`src/rtl/data_check.sv`:
```
// data_check: AXI-Stream sink that checks a 32-lane, 16-bit counting pattern.
// Every lane of a beat must carry the same value, consecutive beats must
// count up by one, and TLAST must close every PACKET_BEATS-beat packet.
// The block keeps beat/packet/error counters and sticky error flags, and can
// optionally throttle TREADY to exercise upstream backpressure.
module data_check #(
   parameter int          PACKET_BEATS  = 4,
   parameter logic [15:0] FIRST_VALUE   = 16'h0001,
   parameter bit          SYNC_ON_FIRST = 1'b0,
   parameter int          THROTTLE_N    = 0
) (
   input  logic         clk,
   input  logic         resetn,
   input  logic [511:0] AXIS_TDATA,
   input  logic         AXIS_TVALID,
   input  logic         AXIS_TLAST,
   output logic         AXIS_TREADY,
   input  logic         clear,
   output logic [31:0]  beat_count,
   output logic [31:0]  packet_count,
   output logic [15:0]  error_count,
   output logic         err_lane,
   output logic         err_seq,
   output logic         err_last
);

   localparam int                IDX_W    = $clog2(PACKET_BEATS + 1);
   localparam logic [IDX_W-1:0]  IDX_ONE  = IDX_W'(1);
   localparam logic [IDX_W-1:0]  LAST_IDX = IDX_W'(PACKET_BEATS);

   typedef enum logic {
      WAIT_FIRST = 1'b0,
      RUN        = 1'b1
   } state_t;

   state_t            state_q, state_d;
   logic              ready_en_q, ready_en_d;
   logic [15:0]       exp_data_q, exp_data_d;
   logic [IDX_W-1:0]  beat_idx_q, beat_idx_d;
   logic [31:0]       beat_count_q, beat_count_d;
   logic [31:0]       packet_count_q, packet_count_d;
   logic [15:0]       error_count_q, error_count_d;
   logic              err_lane_q, err_lane_d;
   logic              err_seq_q, err_seq_d;
   logic              err_last_q, err_last_d;

   logic              tready_raw;
   logic              accept;
   logic [15:0]       lane0;
   logic [31:1]       lane_mis;
   logic              lane_bad;
   logic              seq_bad;
   logic              last_bad;
   logic              any_bad;

   // ------------------------------------------------------------------
   // Ready generation. ready_en_q holds TREADY low through reset and
   // until the first clock edge afterwards; the optional throttle counter
   // then removes one ready cycle in every THROTTLE_N.
   // ------------------------------------------------------------------
   generate
      if (THROTTLE_N >= 1) begin : g_throttle
         localparam int               THR_W   = (THROTTLE_N > 1) ? $clog2(THROTTLE_N) : 1;
         localparam logic [THR_W-1:0] THR_MAX = THR_W'(THROTTLE_N - 1);
         logic [THR_W-1:0] thr_q, thr_d;

         // Free-running 0..THROTTLE_N-1 counter, independent of traffic and clear
         always_comb begin
            thr_d = (thr_q == THR_MAX) ? '0 : thr_q + THR_W'(1);
         end

         // Throttle counter register
         always_ff @(posedge clk or negedge resetn) begin
            if (!resetn) begin
               thr_q <= '0;
            end else begin
               thr_q <= thr_d;
            end
         end

         assign tready_raw = (thr_q != THR_MAX);
      end else begin : g_no_throttle
         assign tready_raw = 1'b1;
      end
   endgenerate

   assign AXIS_TREADY = ready_en_q & tready_raw;
   assign accept      = AXIS_TVALID & AXIS_TREADY;

   // ------------------------------------------------------------------
   // Beat checks
   // ------------------------------------------------------------------
   assign lane0 = AXIS_TDATA[15:0];

   generate
      for (genvar gi = 1; gi < 32; gi++) begin : g_lane
         assign lane_mis[gi] = (AXIS_TDATA[16*gi +: 16] != lane0);
      end
   endgenerate

   assign lane_bad = |lane_mis;
   // The very first beat seeds the sequence when SYNC_ON_FIRST is set
   assign seq_bad  = (lane0 != exp_data_q) && !(SYNC_ON_FIRST && (state_q == WAIT_FIRST));
   assign last_bad = AXIS_TLAST != (beat_idx_q == LAST_IDX);
   assign any_bad  = lane_bad | seq_bad | last_bad;

   // Next-state logic: leave WAIT_FIRST on the first accepted beat, then stay in RUN
   always_comb begin
      state_d = state_q;
      case (state_q)
         WAIT_FIRST: if (accept) state_d = RUN;
         RUN:        state_d = RUN;
         default:    state_d = WAIT_FIRST;
      endcase
   end

   // Sequence and framing tracking: both resync to what was actually received
   always_comb begin
      ready_en_d = 1'b1;
      exp_data_d = exp_data_q;
      beat_idx_d = beat_idx_q;
      if (accept) begin
         exp_data_d = lane0 + 16'd1;
         if (AXIS_TLAST || (beat_idx_q == LAST_IDX)) begin
            beat_idx_d = IDX_ONE;
         end else begin
            beat_idx_d = beat_idx_q + IDX_W'(1);
         end
      end
   end

   // Counters and sticky flags; clear drops history but keeps the current beat
   always_comb begin
      beat_count_d   = clear ? 32'd0 : beat_count_q;
      packet_count_d = clear ? 32'd0 : packet_count_q;
      error_count_d  = clear ? 16'd0 : error_count_q;
      err_lane_d     = clear ? 1'b0  : err_lane_q;
      err_seq_d      = clear ? 1'b0  : err_seq_q;
      err_last_d     = clear ? 1'b0  : err_last_q;
      if (accept) begin
         beat_count_d = beat_count_d + 32'd1;
         if (AXIS_TLAST) begin
            packet_count_d = packet_count_d + 32'd1;
         end
         if (any_bad && (error_count_d != 16'hFFFF)) begin
            error_count_d = error_count_d + 16'd1;
         end
         err_lane_d = err_lane_d | lane_bad;
         err_seq_d  = err_seq_d  | seq_bad;
         err_last_d = err_last_d | last_bad;
      end
   end

   // State, tracking and statistics registers
   always_ff @(posedge clk or negedge resetn) begin
      if (!resetn) begin
         state_q        <= WAIT_FIRST;
         ready_en_q     <= 1'b0;
         exp_data_q     <= FIRST_VALUE;
         beat_idx_q     <= IDX_ONE;
         beat_count_q   <= 32'd0;
         packet_count_q <= 32'd0;
         error_count_q  <= 16'd0;
         err_lane_q     <= 1'b0;
         err_seq_q      <= 1'b0;
         err_last_q     <= 1'b0;
      end else begin
         state_q        <= state_d;
         ready_en_q     <= ready_en_d;
         exp_data_q     <= exp_data_d;
         beat_idx_q     <= beat_idx_d;
         beat_count_q   <= beat_count_d;
         packet_count_q <= packet_count_d;
         error_count_q  <= error_count_d;
         err_lane_q     <= err_lane_d;
         err_seq_q      <= err_seq_d;
         err_last_q     <= err_last_d;
      end
   end

   assign beat_count   = beat_count_q;
   assign packet_count = packet_count_q;
   assign error_count  = error_count_q;
   assign err_lane     = err_lane_q;
   assign err_seq      = err_seq_q;
   assign err_last     = err_last_q;

endmodule

```
`config.mk`:
```
export PLATFORM = sky130hd
export DESIGN_NAME = data_check
export DESIGN_NICKNAME = d
export VERILOG_FILES = /design/src/rtl/data_check.sv
export SDC_FILE = /design/constraint.sdc
export NUM_CORES = 1
export LEC_CHECK = 0
export CORE_AREA = 10 10 225 227
export DETAILED_ROUTE_END_ITERATION = 6
export DIE_AREA = 0 0 235 237
export GPL_TIMING_DRIVEN = 0
export HOLD_SLACK_MARGIN = 0.12
export PLACE_DENSITY = 0.49
export RECOVER_POWER = 25
export SYNTH_ARGS = -nofsm -noshare
export SYNTH_HDL_FRONTEND = slang
export SYNTH_SLANG_ARGS = --single-unit
export TNS_END_PERCENT = 5
```
`constraint.sdc`:
```
create_clock -name clk -period 2.8 [get_ports clk]
set_clock_uncertainty 0.1 [all_clocks]
set_input_delay 0.56 -clock clk [delete_from_list [all_inputs] [get_ports clk]]
set_output_delay 0.56 -clock clk [all_outputs]
set_load 0.1 [all_outputs]
```
==> out/results.tsv <==
stage	metric	value	unit
status	status	finished, violations left	
status	violations	setup timing	
cells_and_area	utilization	37.6	%
min_path	min_path_type	reg -> reg	
timing	setup_viol	59	
logic_synthesis	seq_area_frac_synth	26.9	%
die	dieHeight	237	microns
drt	num_vias	12800	
logic_synthesis	yosysWarnings	0	
die	die_w	235	microns
die	dieArea	55700	sq um
timing	hold_viol	0	
logic_synthesis	syn_area_per_cell	7.78	sq um
timing	slew-limit-headroom	20.3	%
die	rows	79	
grt	grt_antenna_before_repair	44	
cells_and_area	final_cell_area	17300	sq um
setup_path	path_max_fanout	10	
place	dpl-instance-area	16500	sq um
timing	post-route-period-util	137	%
logic_synthesis	synthesis.area	9600	sq um
setup_path	end_kind	flip-flop	
power_and_ir_drop	max-vdd-ir-drop	294	uV
power_and_ir_drop	leakagePower	6.38	nW
setup_path	cp.buffers_inverters	6	
place	dpl.hpwl	64800	microns
clock_network	cts.clk_slew.worst_paths	0.07	ns
timing	setup_ws	-1.04	ns
setup_path	worstPathCellList	clkdlybuf4s50_1, buf_6, clkbuf_4, inv_1, o22ai_1, nor4_1, nand4_1, nor4_4, nand4_1, buf_6, nor3b_4, buf_12, or2_4, mux2_4	
grt	grt_pass1_vias	12800	
setup_path	cp_slowest_cell	clkdlybuf4s50_1	
clock_network	clk_latency	0.36	ns
grt	grt_overflow	0	
drt	drt-total-wl	75800	microns
clock_network	cts_max_path_buffers	2	
setup_path	cp.required	2.95	ns
logic_synthesis	ys_types	58	
die	io_pins	601	
cells_and_area	final_cell_mix	clkdlybuf4s50_1 (560), xnor2_1 (120), nor2_1 (87)	
clock_network	cts_root_buffer	clkbuf_16	
timing	fmax	260	MHz
drt	drcViolationCount	0	
clock_network	cts_tree	yes	
clock_network	cts_buffers	9	
drt	final_antenna_net_count	0	
die	core_area	46200	sq um
timing	rsz0062_at_grt	yes	
logic_synthesis	async_flop_share	100	%
drt	drt_iter0_markers	875	
logic_synthesis	synth_nets	1759	
place	portBuffers	594	
setup_path	max_stage_delay	0.52	ns
clock_network	cts.sinks	103	
setup_path	worstSetupStartpointType	input pin	
logic_synthesis	ys_ff_latch	103	
cells_and_area	mostFrequentLayoutCell	clkdlybuf4s50_1	
cells_and_area	layout.cells.non_filler	2485	
drt	first_pass_iters	5	
place	dp_cells	2437	
setup_path	ff2ff_setup_slack	-0.16	ns
cells_and_area	drive_gt1_share	9.49	%
cells_and_area	nets	2374	
grt	grt_use_total	25.6	%
setup_path	critical_path.top_delay_family	buffers and inverters	
timing	tightestPinTransition	1.20	ns
setup_path	cp.arrival	3.99	ns
clock_network	htreeDepth	3	
die	start_util	20.8	%
flow_run	maxCapViolCount	0	
place	gp_congestion	0.952	
logic_synthesis	synth_edf_count	0	
drt	avgViaCountPerCell	5.15	
timing	fin_setup_tns	-19.99	ns
logic_synthesis	synth_cells	1235	
drt	avgRoutedWirePerCell	30.5	microns
place	pre_cts_slack	-2.94	ns
timing	slew_viol_final	0	
timing	fin_crit	3.84	ns
cells_and_area	syn2layout_area_growth	80.6	%
grt	grt_max_degree	63	
logic_synthesis	synth-main-ff-cell	dfrtp_1	
grt	grt_pass1_wl	103000	microns
power_and_ir_drop	pwr_density_cell	278	nW/um^2
setup_path	path_class	in -> reg	
-- where the power goes --
part	switching, mW	internal, mW	total, mW
combinational	0.875	0.965	1.84
sequential	0.0377	1.54	1.58
clock	0.589	0.807	1.40
total	1.50	3.32	4.82
-- repair_timing --
item | CTS | global route
setup buffers | 6 | 2
hold buffers | 1 | 0
hold endpoints to repair | 16 | 0
setup endpoints to repair | 85 | 37
pin swaps | 21 | 21
cloned | 2 | 0
gates resized for setup | 178 | 64
-- cell families after synthesis --
family / Yosys count / share of synthesized area (%)
buffers and inverters: 93 / 4.26
adder cells (fa/ha/maj): 7 / 0.912
flip-flops: 103 / 26.9
multiplexers: 15 / 1.65
other: 1 / 0.0391
AO/OA/AOI/OAI: 162 / 11.0
AND/OR/NAND/NOR: 662 / 37.8
XOR/XNOR: 192 / 17.5
-- layout make-up --
| cell class | count | area (sq um) |
|---|---|---|
| antenna | 23 | 57.6 |
| inverter | 24 | 90.1 |
| clock inverter | 4 | 70.1 |
| clock buffer | 12 | 246 |
| buffer | 68 | 484 |
| multi-input combinational | 1039 | 7000 |
| tap | 607 | 759 |
| sequential | 103 | 2610 |
| fill | 4842 | 28800 |
| timing repair buffer | 605 | 6030 |
-- final timing paths --
check / from / to / depth (start not counted)
worst max-delay path: AXIS_TDATA[3] / error_count[1] / 14
max in group asynchronous: resetn / beat_count[8] / 3
worst min-delay path: beat_idx_q[2] / beat_idx_q[2] / 1
worst min register to register: beat_idx_q[2] / beat_idx_q[2] / 1
worst max register to register: error_count[2] / error_count[6] / 9
min in group asynchronous: resetn / packet_count[30] / 2
-- registers in the layout, indices dropped and copies added (netlist names), 3 cells and up --
register	count
beat_count	32
packet_count	32
error_count	16
exp_data_q	16
beat_idx_q	3
-- routing by layer --
layer	routed length, microns	vias to the layer above	share of wire, %	global-route usage, %
li1	-	5846	-	-
met1	28600	6265	38	27.8
met2	39100	580	52	47.0
met3	6580	84	8.7	8.22
met4	1410	28	1.9	6.55
met5	172	-	0.23	0
-- Yosys cell counts (22+ instances only) --
library cell / instances / area (sq um)
buf_2: 36 / 180
and3_1: 76 / 475
nor3_1: 78 / 390
nor2b_1: 24 / 150
nand3_1: 77 / 385
nand2b_1: 25 / 156
inv_1: 24 / 90.1
nand4_1: 69 / 432
or3_1: 32 / 200
or4_1: 23 / 173
a21oi_1: 22 / 110
nand2_1: 77 / 289
o21ai_0: 47 / 235
clkbuf_1: 22 / 82.6
xor2_1: 70 / 613
xnor2_1: 122 / 1070
o22ai_1: 33 / 206
nor2_1: 93 / 349
dfrtp_1: 101 / 2530
nor4_1: 53 / 332
-- metrics by stage --
step	hold slack [ns]	power, mW
finish	0.391	4.82
global route	0.425	5.02
CTS	0.401	4.84
detailed placement	0.385	3.40
global placement	0.370	3.38
floorplan	0.164	2.23
No activity file was read; power rests on OpenSTA's default activity.
